## src/rtl/freq_mon_pkg.sv

```systemverilog
// freq_mon_pkg: shared types and helpers for the frequency monitor.
//   state_e   - monitor FSM states
//   CNT_W_DEF - default counter / period width
//   abs_diff  - exact |a - b| without wrap (valid for widths up to 32 bits)
package freq_mon_pkg;

  localparam int CNT_W_DEF = 8;

  typedef enum logic [2:0] {
    IDLE   = 3'd0,
    ARM    = 3'd1,
    TRACK  = 3'd2,
    LOCKED = 3'd3,
    FAULT  = 3'd4
  } state_e;

  // One extra bit of headroom over the operands so the subtraction never wraps;
  // callers zero-extend their CNT_W operands into the 32-bit inputs.
  function automatic logic [32:0] abs_diff(input logic [31:0] a, input logic [31:0] b);
    logic signed [32:0] d;
    d = $signed({1'b0, a}) - $signed({1'b0, b});
    return d[32] ? $unsigned(-d) : $unsigned(d);
  endfunction

endpackage

```

## src/rtl/freq_monitor_sync_edge_det.sv

```systemverilog
// sync_edge_det: SYNC_STAGES-deep synchronizer on sig_in plus a history flop;
// rise pulses for one clk cycle per synchronized rising edge.
// Ports: clk, rst (sync, active low), sig_in (async-ish input), rise (pulse).
module sync_edge_det
  import freq_mon_pkg::*;
#(
  parameter int SYNC_STAGES = 2
) (
  input  logic clk,
  input  logic rst,
  input  logic sig_in,
  output logic rise
);

  // Fewer than two stages would not be a synchronizer at all.
  localparam int NS = (SYNC_STAGES < 2) ? 2 : SYNC_STAGES;

  logic [NS-1:0] sync_pipe;
  logic          prev;

  always_ff @(posedge clk) begin
    if (!rst) begin
      sync_pipe <= '0;
      prev      <= 1'b0;
    end else begin
      sync_pipe <= {sync_pipe[NS-2:0], sig_in};
      prev      <= sync_pipe[NS-1];
    end
  end

  assign rise = sync_pipe[NS-1] & ~prev;

endmodule

```

## src/rtl/freq_monitor.sv

```systemverilog
// freq_monitor: measures the period of a divided clock (sig_in) in clk cycles,
// checks it against exp_period +/- tol, declares lock after LOCK_CNT good
// periods in a row and raises a sticky fault on a bad period or timeout
// once locked.
// Ports:
//   clk, rst (sync, active low)   clock / reset
//   en                            0 forces IDLE
//   clr_fault                     pulse, FAULT -> ARM
//   sig_in                        monitored divided clock
//   exp_period, tol [CNT_W]       expected period and allowed deviation
//   period [CNT_W], period_vld    last measurement + one-cycle strobe
//   locked, fault                 status (never both high)
// Optional (macro FREQ_MON_HIST_EN): min_period / max_period [CNT_W],
//   running extremes of reported periods, cleared on clr_fault or en=0.
module freq_monitor
  import freq_mon_pkg::*;
#(
  parameter int CNT_W       = CNT_W_DEF,
  parameter int SYNC_STAGES = 2,
  parameter int LOCK_CNT    = 4
) (
  input  logic             clk,
  input  logic             rst,
  input  logic             en,
  input  logic             clr_fault,
  input  logic             sig_in,
  input  logic [CNT_W-1:0] exp_period,
  input  logic [CNT_W-1:0] tol,
  output logic [CNT_W-1:0] period,
  output logic             period_vld,
  output logic             locked,
  output logic             fault
`ifdef FREQ_MON_HIST_EN
  ,
  output logic [CNT_W-1:0] min_period,
  output logic [CNT_W-1:0] max_period
`endif
);

  localparam int GW = $clog2(LOCK_CNT + 1);
  localparam logic [GW-1:0] LOCK_TGT = GW'(LOCK_CNT);

  state_e          state, state_n;
  logic [CNT_W-1:0] cnt;
  logic [GW-1:0]   good_cnt, good_n;
  logic            rise, timeout, in_win, meas;
  logic [32:0]     diff;

  sync_edge_det #(.SYNC_STAGES(SYNC_STAGES)) u_edge (
    .clk    (clk),
    .rst    (rst),
    .sig_in (sig_in),
    .rise   (rise)
  );

  // Counter parks at all-ones; a rise in that same cycle still counts as a
  // valid period because rise is tested before timeout below.
  assign timeout = &cnt;
  assign diff    = abs_diff(32'(cnt), 32'(exp_period));
  assign in_win  = (diff <= 33'(tol));

  always_comb begin
    state_n = state;
    good_n  = good_cnt;
    meas    = 1'b0;
    if (!en) begin
      state_n = IDLE;
      good_n  = '0;
    end else begin
      case (state)
        IDLE: state_n = ARM;
        ARM: begin
          // first edge only opens the measurement window
          if (rise) begin
            state_n = TRACK;
            good_n  = '0;
          end
        end
        TRACK: begin
          if (rise) begin
            meas = 1'b1;
            if (in_win) begin
              good_n = good_cnt + GW'(1);
              if (good_n == LOCK_TGT) state_n = LOCKED;
            end else begin
              good_n = '0;
            end
          end else if (timeout) begin
            state_n = ARM;
          end
        end
        LOCKED: begin
          if (rise) begin
            meas = 1'b1;
            if (!in_win) state_n = FAULT;
          end else if (timeout) begin
            state_n = FAULT;
          end
        end
        FAULT: begin
          meas = rise;
          if (clr_fault) state_n = ARM;
        end
        default: state_n = IDLE;
      endcase
    end
  end

  always_ff @(posedge clk) begin
    if (!rst) begin
      state      <= IDLE;
      good_cnt   <= '0;
      cnt        <= '0;
      period     <= '0;
      period_vld <= 1'b0;
      locked     <= 1'b0;
      fault      <= 1'b0;
    end else begin
      state      <= state_n;
      good_cnt   <= good_n;
      period_vld <= meas;
      locked     <= (state_n == LOCKED);
      fault      <= (state_n == FAULT);
      if (meas) period <= cnt;
      if (!en || state == IDLE) cnt <= '0;
      else if (rise)            cnt <= CNT_W'(1);
      else if (!timeout)        cnt <= cnt + CNT_W'(1);
    end
  end

`ifdef FREQ_MON_HIST_EN
  always_ff @(posedge clk) begin
    if (!rst || !en || clr_fault) begin
      min_period <= '1;
      max_period <= '0;
    end else if (meas) begin
      if (cnt < min_period) min_period <= cnt;
      if (cnt > max_period) max_period <= cnt;
    end
  end
`endif

endmodule

```

## config.mk

```make
export PLATFORM = sky130hd
export DESIGN_NAME = freq_monitor
export DESIGN_NICKNAME = d
export VERILOG_FILES = /design/src/rtl/freq_mon_pkg.sv /design/src/rtl/freq_monitor_sync_edge_det.sv /design/src/rtl/freq_monitor.sv
export SDC_FILE = /design/constraint.sdc
export NUM_CORES = 1
export LEC_CHECK = 0
export ABC_AREA = 0
export BUFFER_PORTS_ARGS = -buffer_cell sky130_fd_sc_hd__buf_2
export CAP_MARGIN = 5
export CORE_MARGIN = 2
export CORE_UTILIZATION = 25
export CTS_CLUSTER_SIZE = 8
export DETAILED_ROUTE_END_ITERATION = 16
export PLACE_DENSITY = 0.43
export SLEW_MARGIN = 20
export SYNTH_ARGS = -nofsm -noshare
export SYNTH_HDL_FRONTEND = slang
export SYNTH_SLANG_ARGS = --single-unit
```

## constraint.sdc

```tcl
create_clock -name clk -period 3.8 [get_ports clk]
set_input_delay 0 -clock clk [delete_from_list [all_inputs] [get_ports clk]]
set_output_delay 0 -clock clk [all_outputs]
set_load 0.02 [all_outputs]
```

# [Word level (Yosys, flattened, before mapping)]
# Index checks and enable logic that the tools add are counted.
[word_totals] register_bits=28 input_bits=21 wordCells=59
[op_classes] add_sub_neg=4 magnitude_cmp=1 eq_ne=10 mux=21 n_bitwise=3 reduce_logical=10
[op_table] op="$mux 3" n=13
[op_table] op="$le 33x8->1" n=1
[op_table] op="$mux 33" n=1
[op_table] op="$neg 9->33" n=1
[op_table] op="$pmux 3 s5" n=1
[op_table] op="$eq 3x2->1 const B" n=3
[op_table] op="$eq 3x3->1 const B" n=3
[op_table] op="$sub 8x8->9" n=1
[op_table] op="$add 8x1->8 const B" n=1
[op_table] op="$reduce_and 8->1" n=1
[op_table] op="$ne 2x2->1 const B" n=3
[op_table] op="$pmux 3 s2" n=1
[op_table] op="$mux 1" n=4
[op_table] op="$reduce_or 2->1" n=2
[op_table] op="$add 3x1->3 const B" n=1
[op_table] op="$eq 3x1->1 const B" n=1
[op_table] op="$logic_not 3->1" n=1
[op_table] op="$reduce_and 3->1" n=1
[op_table] op="$reduce_or 3->1" n=1
[op_table] op="$not 1->1" n=2
[op_table] op="$pmux 1 s2" n=1
[op_table] op="$reduce_and 2->1" n=1
[op_table] op="$reduce_bool 2->1" n=1
[op_table] op="$and 1x1->1" n=1
[op_table] op="2 further kinds" n=2

# [Depth between registers and ports, before layout]
[depth] ltp_word=9 depth_mapped=18 mapped_depth_nobuf=18

# [Modules after synthesis]
# Synthesis repeated with hierarchy kept, for this count alone.
[unflattened] cells_unflattened=240 area_unflattened_um2=2030.7
[by_module_without_submodules] mod="freq_monitor" n_inst=1 cells_per_inst=233 area_each_um2=1938.1 seq_area_each_um2=500.5
[by_module_without_submodules] mod="sync_edge_det" n_inst=1 cells_per_inst=7 area_each_um2=92.6 seq_area_each_um2=60.1

# [Least setup slack after synthesis]
# No wires, ideal clock.
[synth_path] path_type="register -> register" startpoint="register cnt[0]" endpoint="register fault" arrival_time_ns=3.655 t_required_ns=3.740 path_slack_ns=0.085 stages_incl_launch_ff=18 path_buffers=0 period_less_slack_ns=3.715 cell_sequence="dfxtp_1 -> inv_1 -> ha_1 -> inv_1 -> fa_1 -> a211oi_1 -> o21bai_1 -> a21oi_1 -> xor2_1 -> a41oi_1 -> xnor2_1 -> ha_1 -> and3_1 -> and3_2 -> o21ai_0 -> a41oi_4 -> o32ai_2 -> o2111a_1"
[synth_via] elab_chain_len=9 elab_cells_between_ends=14 cone_classes="2 x add/sub; 1 x order compare; 1 x eq/ne; 9 x mux; 1 x reduce/logical"
[synth_rtl] element="start, declared" line="freq_monitor.sv:44" source="logic [CNT_W-1:0] cnt;"
[synth_rtl] element="start signal, assigned" line="freq_monitor.sv:127" source="else if (!timeout) cnt <= cnt + CNT_W'(1);"
[synth_rtl] element="$sub 8x8->9" line="freq_mon_pkg.sv:21" source="d = $signed({1'b0, a}) - $signed({1'b0, b});"
[synth_rtl] element="$neg 9->33" line="freq_mon_pkg.sv:22" source="return d[32] ? $unsigned(-d) : $unsigned(d);"
[synth_rtl] element="$mux 33" line="freq_mon_pkg.sv:22"
[synth_rtl] element="$le 33x8->1" line="freq_monitor.sv:60" source="assign in_win = (diff <= 33'(tol));"
[synth_rtl] element="$mux 3, on equally long branches" line="freq_monitor.sv:95, freq_monitor.sv:82"
[synth_rtl] element="$mux 3, on equally long branches" line="freq_monitor.sv:93, freq_monitor.sv:80"
[synth_rtl] element="$pmux 3 s5 (*)" line="freq_monitor.sv:70" source="case (state)"
[synth_rtl] element="$mux 3 (*)" line="freq_monitor.sv:66" source="if (!en) begin"
[synth_rtl] element="$eq 3x3->1 (*)" line="freq_monitor.sv:123" source="fault <= (state_n == FAULT);"
[synth_rtl] element="end signal, assigned" line="freq_monitor.sv:123"
[synth_rtl] element="end, declared" line="freq_monitor.sv:32" source="output logic fault"
# Mark *: on every way between the ends. The rest lies on a longest branch, timed or not.
# A chain may end at the register's enable or synchronous reset.

# [Worst setup path after layout]
[layout_path] startpoint="register cnt[0]" endpoint="register good_cnt[2]"
[layout_via] elab_chain_len=7
[layout_rtl] element="$sub 8x8->9 (*)" line="freq_mon_pkg.sv:21"
[layout_rtl] element="$neg 9->33" line="freq_mon_pkg.sv:22"
[layout_rtl] element="$mux 33 (*)" line="freq_mon_pkg.sv:22"
[layout_rtl] element="$le 33x8->1 (*)" line="freq_monitor.sv:60"
[layout_rtl] element="$mux 3 (*)" line="freq_monitor.sv:82" source="if (in_win) begin"
[layout_rtl] element="$mux 3 (*)" line="freq_monitor.sv:80" source="if (rise) begin"
[layout_rtl] element="$pmux 3 s2 (*)" line="freq_monitor.sv:70"
[layout_rtl] element="end signal, assigned" line="freq_monitor.sv:120" source="good_cnt <= good_n;"
[layout_rtl] element="end, declared" line="freq_monitor.sv:45" source="logic [GW-1:0] good_cnt, good_n;"
# Mark *: on every way between the ends. The rest lies on a longest branch, timed or not. The select of a mux whose other input is x is not followed.

==> out/metrics.yaml <==
detailed_routing:
  antenna_left: 0
  avgRoutedWirePerCell_um: 12.54
  totalWireLength_mm: 4.826
  drc: 0
  first_iter_violations: 37
  dr.pass1.iters: 4
  viasPerCell: 4.600
  dr_total_vias: 1771
sta:
  fin_skew_ns: 0.003254
  hold_violations: 0
  fin_ws_ns: 0.06312
  final.setup.tns_ns: 0
  slew-limit-headroom: 0.5872
  worst_slew_pin_slew_ns: 0.6191
  fin_crit_sh: 0.9834
  fmax_ghz: 0.2676
  min_period_ns: 3.737
  setup_viol: 0
  slew_viol_final: 0
  rsz0062_at_grt: "true"
clock_tree:
  cts.sinks: 28
  clk_pin_slew_worst_paths_ns: 0.09
  cts_buffers: 3
  cts.path.max_buffers: 2
  cts_tree: "built"
  clk_latency_ns: 0.28
  root_buffer: "clkbuf_8"
  h-tree-depth: 1
place:
  dp_hpwl_mm: 3.608
  gp_congestion: 0.7706
  pre_cts_ws_ns: -0.2214
  portBuffers: 31
power:
  combPwrFrac: 0.227
  p_sw_frac: 0.2748
  p_sw_mw: 0.1644
  power.leakage_nw: 1.079
  ir_drop_mv: 0.1332
  p_clk_frac: 0.274
  cellInternalPower_mw: 0.4338
  seq_power_share: 0.499
  power_density_mw_per_mm2: 236.2
  power_mw: 0.5982
cells_and_area:
  drive_gt1_frac: 0.2827
  antenna_cells: 0
  area_delta_synth_final_pct: 30.24
  finish.utilization: 0.3312
  finalNetCount: 327
  nFillCells: 796
logic_synthesis:
  async_flop_share: 0
  syn-mean-instance-area_um2: 8.491
  ys_seq_elements: 28
  synth_ff_type: "dfxtp_1"
  synth_cell_type_count: 47
  syn_nets: 271
  yosys.area.top_type_share: 0.2883
  synth_commonest_cells: "dfxtp_1 (28), nor2_1 (25), inv_1 (21)"
  ys_warn_count: 0
  synth_area_leaders: "dfxtp_1 (29%), ha_1 (13%), nor2_1 (4.8%)"
  ys_seq_area_frac: 0.2883
  syn_inst: 229
  netlist_area_mm2: 0.001944
  synth-edff-count: 0
  synth.largest_area_cell: "dfxtp_1"
  synth_most_common_cell: "dfxtp_1"
floorplanning:
  start_util: 0.2543
  fp-row-count: 32
  dieArea_mm2: 0.008499
  die_h_um: 92.19
  core_mm2: 0.007647
  die_width_um: 92.19
  io_pins: 32
run:
  drv_cap: 0
global_routing:
  grt_overflow: 0
  gr-usage-all-layers: 0.1167
  grt_pass1_vias: 1761
  grt_pass1_wl_mm: 8.190
  grt_max_degree: 16
  antenna_found_initial: 0
setup_path:
  cp_common_cell: "inv_2"
  cp-end-kind: "flip-flop"
  worstPathMaxFanout: 5
  worstPathArrival_ns: 3.95
  critical_path_class: "reg -> reg"
  cpPeakStageDelay_ns: 0.36
  cp_num_buf_inv: 4
  path_delay_family: "compound AO/OA/AOI/OAI gates"
  crit_required_ns: 4.01
  startpoint_type: "flip-flop"
  crit_chain: "inv_2, ha_4, inv_2, fa_2, a211oi_4, buf_4, o21bai_1, a21oi_1, xor2_1, a41oi_2, xnor2_1, ha_1, and3_4, a221oi_2, o21ai_2, a41oi_4, buf_6, nand3b_1, a31oi_1"
  crit_slowest_cell: "fa_2"
status:
  outcome: "finished clean"
hold_path:
  hold_class: "in -> reg"
## repair_timing
action / 4_1_cts / 5_1_grt
pin swaps: 20 / 15
setup endpoints to repair: 8 / 8
endpoints found under the hold margin: 1 / 0
hold buffers: 1 / 0
resized for setup: 17 / 7
buffers inserted: 4 / 3
## final timing paths
path / start / to / slack [ns] / depth (start not counted)
max reg2reg: cnt[0] / good_cnt[2] / 0.06 / 19
min: en / fault / 0.02 / 2
max: cnt[0] / good_cnt[2] / 0.06 / 19
min reg2reg: u_edge.sync_pipe[0] / u_edge.sync_pipe[1] / 0.44 / 1
## registers in the layout, summed over array words and instances (netlist names), 2 cells and up
register,flops
cnt,8
period,8
good_cnt,3
state,3
u_edge.sync_pipe,2
## per-stage QoR
step / instance area [um^2] / hold slack, ns / cells
after detailed placement: 2346 / 0.2175 / 376
after floorplan: 1944 / 0.1273 / 229
after global placement: 2346 / 0.2071 / 376
after CTS: 2480 / 0.007453 / 383
final: 2532 / 0.01598 / 385
after global routing: 2532 / 0.01390 / 385
## area by class of cell
class                   instances  area (um^2)  area share
repair buffers                 55        341.6      0.1349
clock buffers                   3        41.29     0.01630
flip-flops and latches         28        561.8      0.2218
inverters                      21        78.83     0.03113
well taps                     102        127.6     0.05040
multi-input cells             176         1381      0.5455
## layout by cell type, fill, tap and decap left out, types with 2 or more instances in the layout
cell / count
a211o_1: 3
a211oi_1: 2
a21oi_1: 8
a31oi_1: 5
and2_1: 4
and3_1: 4
and4_1: 2
buf_2: 31
buf_4: 22
clkbuf_8: 3
dfxtp_1: 27
ha_1: 19
inv_1: 19
inv_2: 2
mux2i_1: 9
nand2_1: 15
nand3_1: 4
nand3b_1: 2
nor2_1: 23
nor2_2: 2
nor2b_1: 9
nor3_1: 6
o2111a_1: 2
o21ai_0: 7
o21ai_1: 2
o22ai_1: 3
xnor2_1: 7
xor2_1: 7
## power groups by stage
stage | sequential (mW) | clock (mW) | combinational, mW
final | 0.298 | 0.164 | 0.136
after global routing | 0.299 | 0.183 | 0.154
after CTS | 0.298 | 0.174 | 0.131
after detailed placement | 0.305 | 0 | 0.120
after global placement | 0.305 | 0 | 0.121
after floorplan | 0.303 | 0 | 0.0793
## metal layers
layer  vias to the layer above  share of wire  GRT usage
li1                        925              -          -
met1                       816           0.48     0.1558
met2                        25           0.48     0.1967
met3                         5          0.026    0.01233
met4                         0          0.012    0.03731
met5                         -              0          0
## cell families (layout without fill, tap and decap cells)
logic type      count (synthesis)  in the layout  synth area share
buf+inv                        25             79           0.04891
flops                          28             28            0.2883
mux                             9              9           0.04633
compound gates                 53             53            0.2137
simple gates                   79             79            0.2008
fa+ha+maj                      21             21            0.1390
xor+xnor                       14             14           0.06306
Note: power is estimated with default switching activity, not from simulation.
